===== src/rtl/sdes_pkg.sv =====
// rtl/sdes_pkg.sv - S-DES tables, FSM state codes and permutation/key-schedule helpers
// All tables are 1-based position lists; vectors use ascending [0:N] ranges so
// that bit 0 is table position 1.
package sdes_pkg;

  localparam int P10_TBL [0:9] = '{3, 5, 2, 7, 4, 10, 1, 9, 8, 6};
  localparam int P8_TBL  [0:7] = '{6, 3, 7, 4, 8, 5, 10, 9};
  localparam int IP_TBL  [0:7] = '{2, 6, 3, 1, 4, 8, 5, 7};
  localparam int IPI_TBL [0:7] = '{4, 1, 3, 5, 7, 2, 8, 6};
  localparam int EP_TBL  [0:7] = '{4, 1, 2, 3, 2, 3, 4, 1};
  localparam int P4_TBL  [0:3] = '{2, 4, 3, 1};

  localparam logic [1:0] S0_TBL [0:3][0:3] = '{
    '{2'd1, 2'd0, 2'd3, 2'd2},
    '{2'd3, 2'd2, 2'd1, 2'd0},
    '{2'd0, 2'd2, 2'd1, 2'd3},
    '{2'd3, 2'd1, 2'd3, 2'd2}
  };
  localparam logic [1:0] S1_TBL [0:3][0:3] = '{
    '{2'd0, 2'd1, 2'd2, 2'd3},
    '{2'd2, 2'd0, 2'd1, 2'd3},
    '{2'd3, 2'd0, 2'd1, 2'd0},
    '{2'd2, 2'd1, 2'd0, 2'd3}
  };

  // FSM state enumeration (plain codes for compatibility with older tools)
  typedef logic [2:0] state_t;
  localparam state_t ST_IDLE   = 3'd0;
  localparam state_t ST_KEYGEN = 3'd1;
  localparam state_t ST_RND_K2 = 3'd2;
  localparam state_t ST_SWAP   = 3'd3;
  localparam state_t ST_RND_K1 = 3'd4;
  localparam state_t ST_DONE   = 3'd5;

  function automatic logic [0:9] perm_p10(input logic [0:9] d);
    logic [0:9] r;
    for (int i = 0; i < 10; i++) r[i] = d[P10_TBL[i] - 1];
    return r;
  endfunction

  function automatic logic [0:7] perm_p8(input logic [0:9] d);
    logic [0:7] r;
    for (int i = 0; i < 8; i++) r[i] = d[P8_TBL[i] - 1];
    return r;
  endfunction

  function automatic logic [0:7] perm_ip(input logic [0:7] d);
    logic [0:7] r;
    for (int i = 0; i < 8; i++) r[i] = d[IP_TBL[i] - 1];
    return r;
  endfunction

  function automatic logic [0:7] perm_ip_inv(input logic [0:7] d);
    logic [0:7] r;
    for (int i = 0; i < 8; i++) r[i] = d[IPI_TBL[i] - 1];
    return r;
  endfunction

  function automatic logic [0:7] perm_ep(input logic [0:3] d);
    logic [0:7] r;
    for (int i = 0; i < 8; i++) r[i] = d[EP_TBL[i] - 1];
    return r;
  endfunction

  function automatic logic [0:3] perm_p4(input logic [0:3] d);
    logic [0:3] r;
    for (int i = 0; i < 4; i++) r[i] = d[P4_TBL[i] - 1];
    return r;
  endfunction

  // Row is taken from the outer bits (1,4), column from the inner bits (2,3)
  function automatic logic [1:0] sbox0(input logic [0:3] d);
    return S0_TBL[{d[0], d[3]}][{d[1], d[2]}];
  endfunction

  function automatic logic [1:0] sbox1(input logic [0:3] d);
    return S1_TBL[{d[0], d[3]}][{d[1], d[2]}];
  endfunction

  // K1 uses a 1-bit left rotate of each P10 half; K2 a further 2 bits (3 total)
  function automatic logic [0:7] gen_k1(input logic [0:9] key);
    logic [0:9] p;
    p = perm_p10(key);
    return perm_p8({p[1:4], p[0], p[6:9], p[5]});
  endfunction

  function automatic logic [0:7] gen_k2(input logic [0:9] key);
    logic [0:9] p;
    p = perm_p10(key);
    return perm_p8({p[3:4], p[0:2], p[8:9], p[5:7]});
  endfunction

endpackage


===== src/rtl/sdes_fk.sv =====
// rtl/sdes_fk.sv - combinational S-DES round function fK
// Ports:
//   data   [0:7] in  : L (bits 0-3) and R (bits 4-7)
//   subkey [0:7] in  : round subkey
//   result [0:7] out : {L xor F(R, subkey), R}
module sdes_fk (
  input  logic [0:7] data,
  input  logic [0:7] subkey,
  output logic [0:7] result
);
  import sdes_pkg::*;

  logic [0:7] ep_x;
  logic [0:3] sbox_out;

  assign ep_x     = perm_ep(data[4:7]) ^ subkey;
  assign sbox_out = {sbox0(ep_x[0:3]), sbox1(ep_x[4:7])};
  assign result   = {data[0:3] ^ perm_p4(sbox_out), data[4:7]};

endmodule


===== src/rtl/sdes_decrypt_seq.sv =====
// rtl/sdes_decrypt_seq.sv - sequential S-DES decryptor, one job at a time
// Ports:
//   clk, rst           : clock, synchronous active-high reset
//   in_valid/in_ready  : job handshake for cipher_in [0:7] and key_in [0:9]
//   out_valid/out_ready: result handshake for plain_out [0:7]
//   busy               : high whenever a job is in flight or awaiting pickup
module sdes_decrypt_seq (
  input  logic       clk,
  input  logic       rst,
  input  logic       in_valid,
  output logic       in_ready,
  input  logic [0:7] cipher_in,
  input  logic [0:9] key_in,
  output logic       out_valid,
  input  logic       out_ready,
  output logic [0:7] plain_out,
  output logic       busy
);
  import sdes_pkg::*;

  state_t     state;
  logic [0:9] key_reg;
  logic [0:7] data_reg;
  logic [0:7] k1_reg;
  logic [0:7] k2_reg;
  logic [0:7] plain_reg;
  logic [0:7] fk_key;
  logic [0:7] fk_out;

  // One fK instance serves both rounds; only the subkey changes
  assign fk_key = (state == ST_RND_K2) ? k2_reg : k1_reg;

  sdes_fk u_fk (
    .data   (data_reg),
    .subkey (fk_key),
    .result (fk_out)
  );

  assign in_ready  = (state == ST_IDLE);
  assign busy      = (state != ST_IDLE);
  assign out_valid = (state == ST_DONE);
  assign plain_out = plain_reg;

  always_ff @(posedge clk) begin
    if (rst) begin
      state     <= ST_IDLE;
      key_reg   <= '0;
      data_reg  <= '0;
      k1_reg    <= '0;
      k2_reg    <= '0;
      plain_reg <= '0;
    end else begin
      case (state)
        ST_IDLE: begin
          if (in_valid) begin
            key_reg  <= key_in;
            data_reg <= perm_ip(cipher_in);
            state    <= ST_KEYGEN;
          end
        end
        ST_KEYGEN: begin
          k1_reg <= gen_k1(key_reg);
          k2_reg <= gen_k2(key_reg);
          state  <= ST_RND_K2;
        end
        ST_RND_K2: begin
          data_reg <= fk_out;
          state    <= ST_SWAP;
        end
        ST_SWAP: begin
          data_reg <= {data_reg[4:7], data_reg[0:3]};
          state    <= ST_RND_K1;
        end
        ST_RND_K1: begin
          data_reg  <= fk_out;
          plain_reg <= perm_ip_inv(fk_out);
          state     <= ST_DONE;
        end
        ST_DONE: begin
          if (out_ready) state <= ST_IDLE;
        end
        default: state <= ST_IDLE;
      endcase
    end
  end

endmodule

===== config.mk =====
export PLATFORM = sky130hd
export DESIGN_NAME = sdes_decrypt_seq
export DESIGN_NICKNAME = d
export VERILOG_FILES = /design/src/rtl/sdes_pkg.sv /design/src/rtl/sdes_fk.sv /design/src/rtl/sdes_decrypt_seq.sv
export SDC_FILE = /design/constraint.sdc
export NUM_CORES = 1
export LEC_CHECK = 0
export BUFFER_PORTS_ARGS = -buffer_cell sky130_fd_sc_hd__buf_2
export CORE_MARGIN = 2
export CORE_UTILIZATION = 55
export DETAILED_ROUTE_END_ITERATION = 8
export GPL_TIMING_DRIVEN = 0
export MAX_ROUTING_LAYER = met4
export PLACE_DENSITY_LB_ADDON = 0.08
export SKIP_LAST_GASP = 1
export SLEW_MARGIN = 20
export SYNTH_ARGS = -nofsm -noshare
export SYNTH_HDL_FRONTEND = slang
export SYNTH_SLANG_ARGS = --single-unit

===== constraint.sdc =====
create_clock -name clk -period 4.84 [get_ports clk]
set_input_delay 0.242 -clock clk [delete_from_list [all_inputs] [get_ports clk]]
set_output_delay 0.242 -clock clk [all_outputs]
set_load 0.02 [all_outputs]

==> results.toml <==
[synth]
synth_top_area_cell = "dfxtp_1"
synth_top_area_share = 0.3893
async_flop_share = 0
yosysWarnings = 0
synthXorXnorAreaFrac = 0.05614
synth_area_mm2 = 0.002006
synth_compound_area_frac = 0.1672
synth.area.top_cells = "dfxtp_1, mux2i_1, nand2_1, nor2_1, a21oi_1"
synth_cell_type_count = 44
synth_edf_count = 0
synth_top_family_by_area = "simple AND/OR/NAND/NOR gates"
ys_seq_area_frac = 0.3893
synth-simple-area-share = 0.1928
synth.avg_cell_area_um2 = 8.608
synthFlopType = "dfxtp_1"
syn_nets = 258
synth_fa_ha_area_frac = 0.01871
syn_inst = 233
ys_seq_elements = 39
synthMuxAreaShare = 0.1323

[global_route]
grt_remaining_overflow = 0
grt_first_pass_wirelength_um = 7079
antenna_found_initial = 0
grt_pass1_vias = 1515
grtUsageTotal = 0.2278
grt_max_degree = 15

[critical_path]
required_ns = 5.09
path_class = "flop to flop"
worstPathMaxFanout = 10
cp_data_arrival_time_ns = 2.95
crit_path_end_kind = "flop"
crit_path_start_kind = "flop"

[timing]
rsz0062_at_grt = "false"
skew_ns = 0.01216
hold_viol = 0
whs_ns = 0.1040
worst_slew_pin_slew_ns = 0.7324
layout_min_cycle_time_ns = 2.698
relSlewSlack = 0.5117
fmax_mhz = 370.7
setup_violations = 0
slew_viol_final = 0
fin_tns_setup_ns = 0
post-route-period-util = 0.5573

[clock_network]
clkTransAtPathRegs_ns = 0.13
postCtsSetupRepairBufs = 0
clkLatencyLatePin_ns = 0.35
cts_tree = "done"
cts_resized = 0
clockBufferDepth = 2
hold_buffers = 0
h-tree-depth = 2
cts-root-buf = "clkbuf_4"
cts_buffers = 5
cts_num_sinks = 39

[drt]
drc = 0
first_iter_violations = 91
vias_per_cell = 5.379
wl_um = 4144
wl_per_cell_um = 12.99
drtPass1Iterations = 4
vias = 1716
ant_nets = 0

[power_and_ir_drop]
power.leakage_nw = 0.9021
p_int_mw = 0.5047
vdd_ir_drop_max_uv = 246.0
clockPowerShare = 0.227
p_comb_frac = 0.294
power_frac_seq = 0.479
netSwitchingFraction = 0.3489
pwr_density_cell_mw_per_mm2 = 339.3
p_switching_mw = 0.2704

[die]
die_h_um = 64.39
die_w_um = 64.39
dieArea_mm2 = 0.004145
core_mm2 = 0.003416
pin_count = 33
start_util = 0.5872
num_rows = 21

[worst_hold_path]
holdCritPathClass = "primary input to flop"

[placement]
place.gp.congestion = 0.8036
dp_hpwl_um = 3113
portBuffers = 32
placed_cell_area_mm2 = 0.002223

[run_status]
run_status = "finished clean"

[final_layout]
fillers = 314
fin_nets = 297
drive_gt1_frac = 0.1832
largest_reg_flops = 10
design_area_mm2 = 0.002285
antenna_cells = 0
synthToLayoutAreaGrowth_pct = 13.91
final_util = 0.6689

[flow_run]
drv_cap = 0
cells in the final DEF, fill, tap and decap left out, drive strengths merged, types with 2 or more instances in the layout:
master     n
a22oi      4
clkinvlp   2
xor2       3
nor2      26
buf       37
clkbuf    11
nand2     33
xnor2      9
and3       2
mux2i     25
or3        2
o31a       2
dfxtp     39
nand3      5
ha         3
a211oi     2
nor3b      3
o21ai     11
nor3       3
a21oi     17
inv        9
o21ba      2
nor2b      4
and2       3
worst max-delay path, cell delays in order, from the launching register on:
cell,delay [ns]
dfxtp_1,0.32
buf_2,0.18
nor3b_4,0.20
buf_6,0.17
mux2i_1,0.23
xnor2_1,0.22
inv_1,0.13
ha_1,0.29
o21ai_0,0.08
o31a_1,0.17
o31a_1,0.30
a2111oi_2,0.32
Yosys cell counts, drive strengths merged (2+ instances only):
| master | number |
|---|---|
| dfxtp | 39 |
| nand2 | 33 |
| nor2 | 26 |
| mux2i | 25 |
| a21oi | 17 |
| o21ai | 11 |
| xnor2 | 9 |
| inv | 8 |
| clkbuf | 6 |
| buf | 5 |
| nand3 | 5 |
| a22oi | 4 |
| nor2b | 4 |
| and2 | 3 |
| ha | 3 |
| nor3 | 3 |
| nor3b | 3 |
| xor2 | 3 |
| a211oi | 2 |
| and3 | 2 |
| o21ba | 2 |
| o31a | 2 |
| or3 | 2 |
routing by layer:
layer | vias up | share of wire | global-route usage
met5 | - | 0 | -
met3 | 6 | 0.040 | 0.04754
met1 | 777 | 0.52 | 0.3102
met2 | 38 | 0.43 | 0.3398
met4 | 0 | 0.014 | 0.07181
li1 | 895 | - | -
final timing paths:
check | cells past startpoint | slack, ns | startpoint | to
setup / recovery | 11 | 2.14 | state[2] | data_reg[3]
hold / removal | 3 | 0.10 | key_in[2] | key_reg[2]
setup reg to reg | 11 | 2.14 | state[2] | data_reg[3]
hold reg to reg | 2 | 0.46 | key_reg[0] | key_reg[0]
cells by family after synthesis:
logic type      Yosys count
simple gates             84
compound gates           50
flops                    39
mux                      26
buf+inv                  19
xor+xnor                 12
fa+ha+maj                 3
power by group through the flow:
stage	clock [mW]	combinational, mW	sequential (mW)
after CTS	0.180	0.228	0.371
final	0.176	0.228	0.371
after detailed placement	0	0.227	0.378
after floorplan	0	0.177	0.373
after global routing	0.197	0.256	0.375
after global placement	0	0.224	0.378
stage by stage:
step / cells / total power, mW / worst slack (ns)
CTS: 319 / 0.7796 / 2.122
detailed placement: 311 / 0.6051 / 2.166
global route: 319 / 0.8285 / 1.973
global placement: 311 / 0.6019 / 2.173
floorplan: 233 / 0.5506 / 2.396
finish: 319 / 0.7752 / 2.142
final cells by class:
class	count	area, µm²	share of cell area
Timing Repair Buffer	32	160.2	0.07010
Multi-Input combinational cell	175	1137	0.4978
Inverter	8	30.03	0.01314
Buffer	11	57.56	0.02519
Clock inverter	3	23.77	0.01041
Sequential cell	39	780.7	0.3417
Tap cell	46	57.56	0.02519
Clock buffer	5	37.54	0.01643
Power figures use the tool's default switching activity.
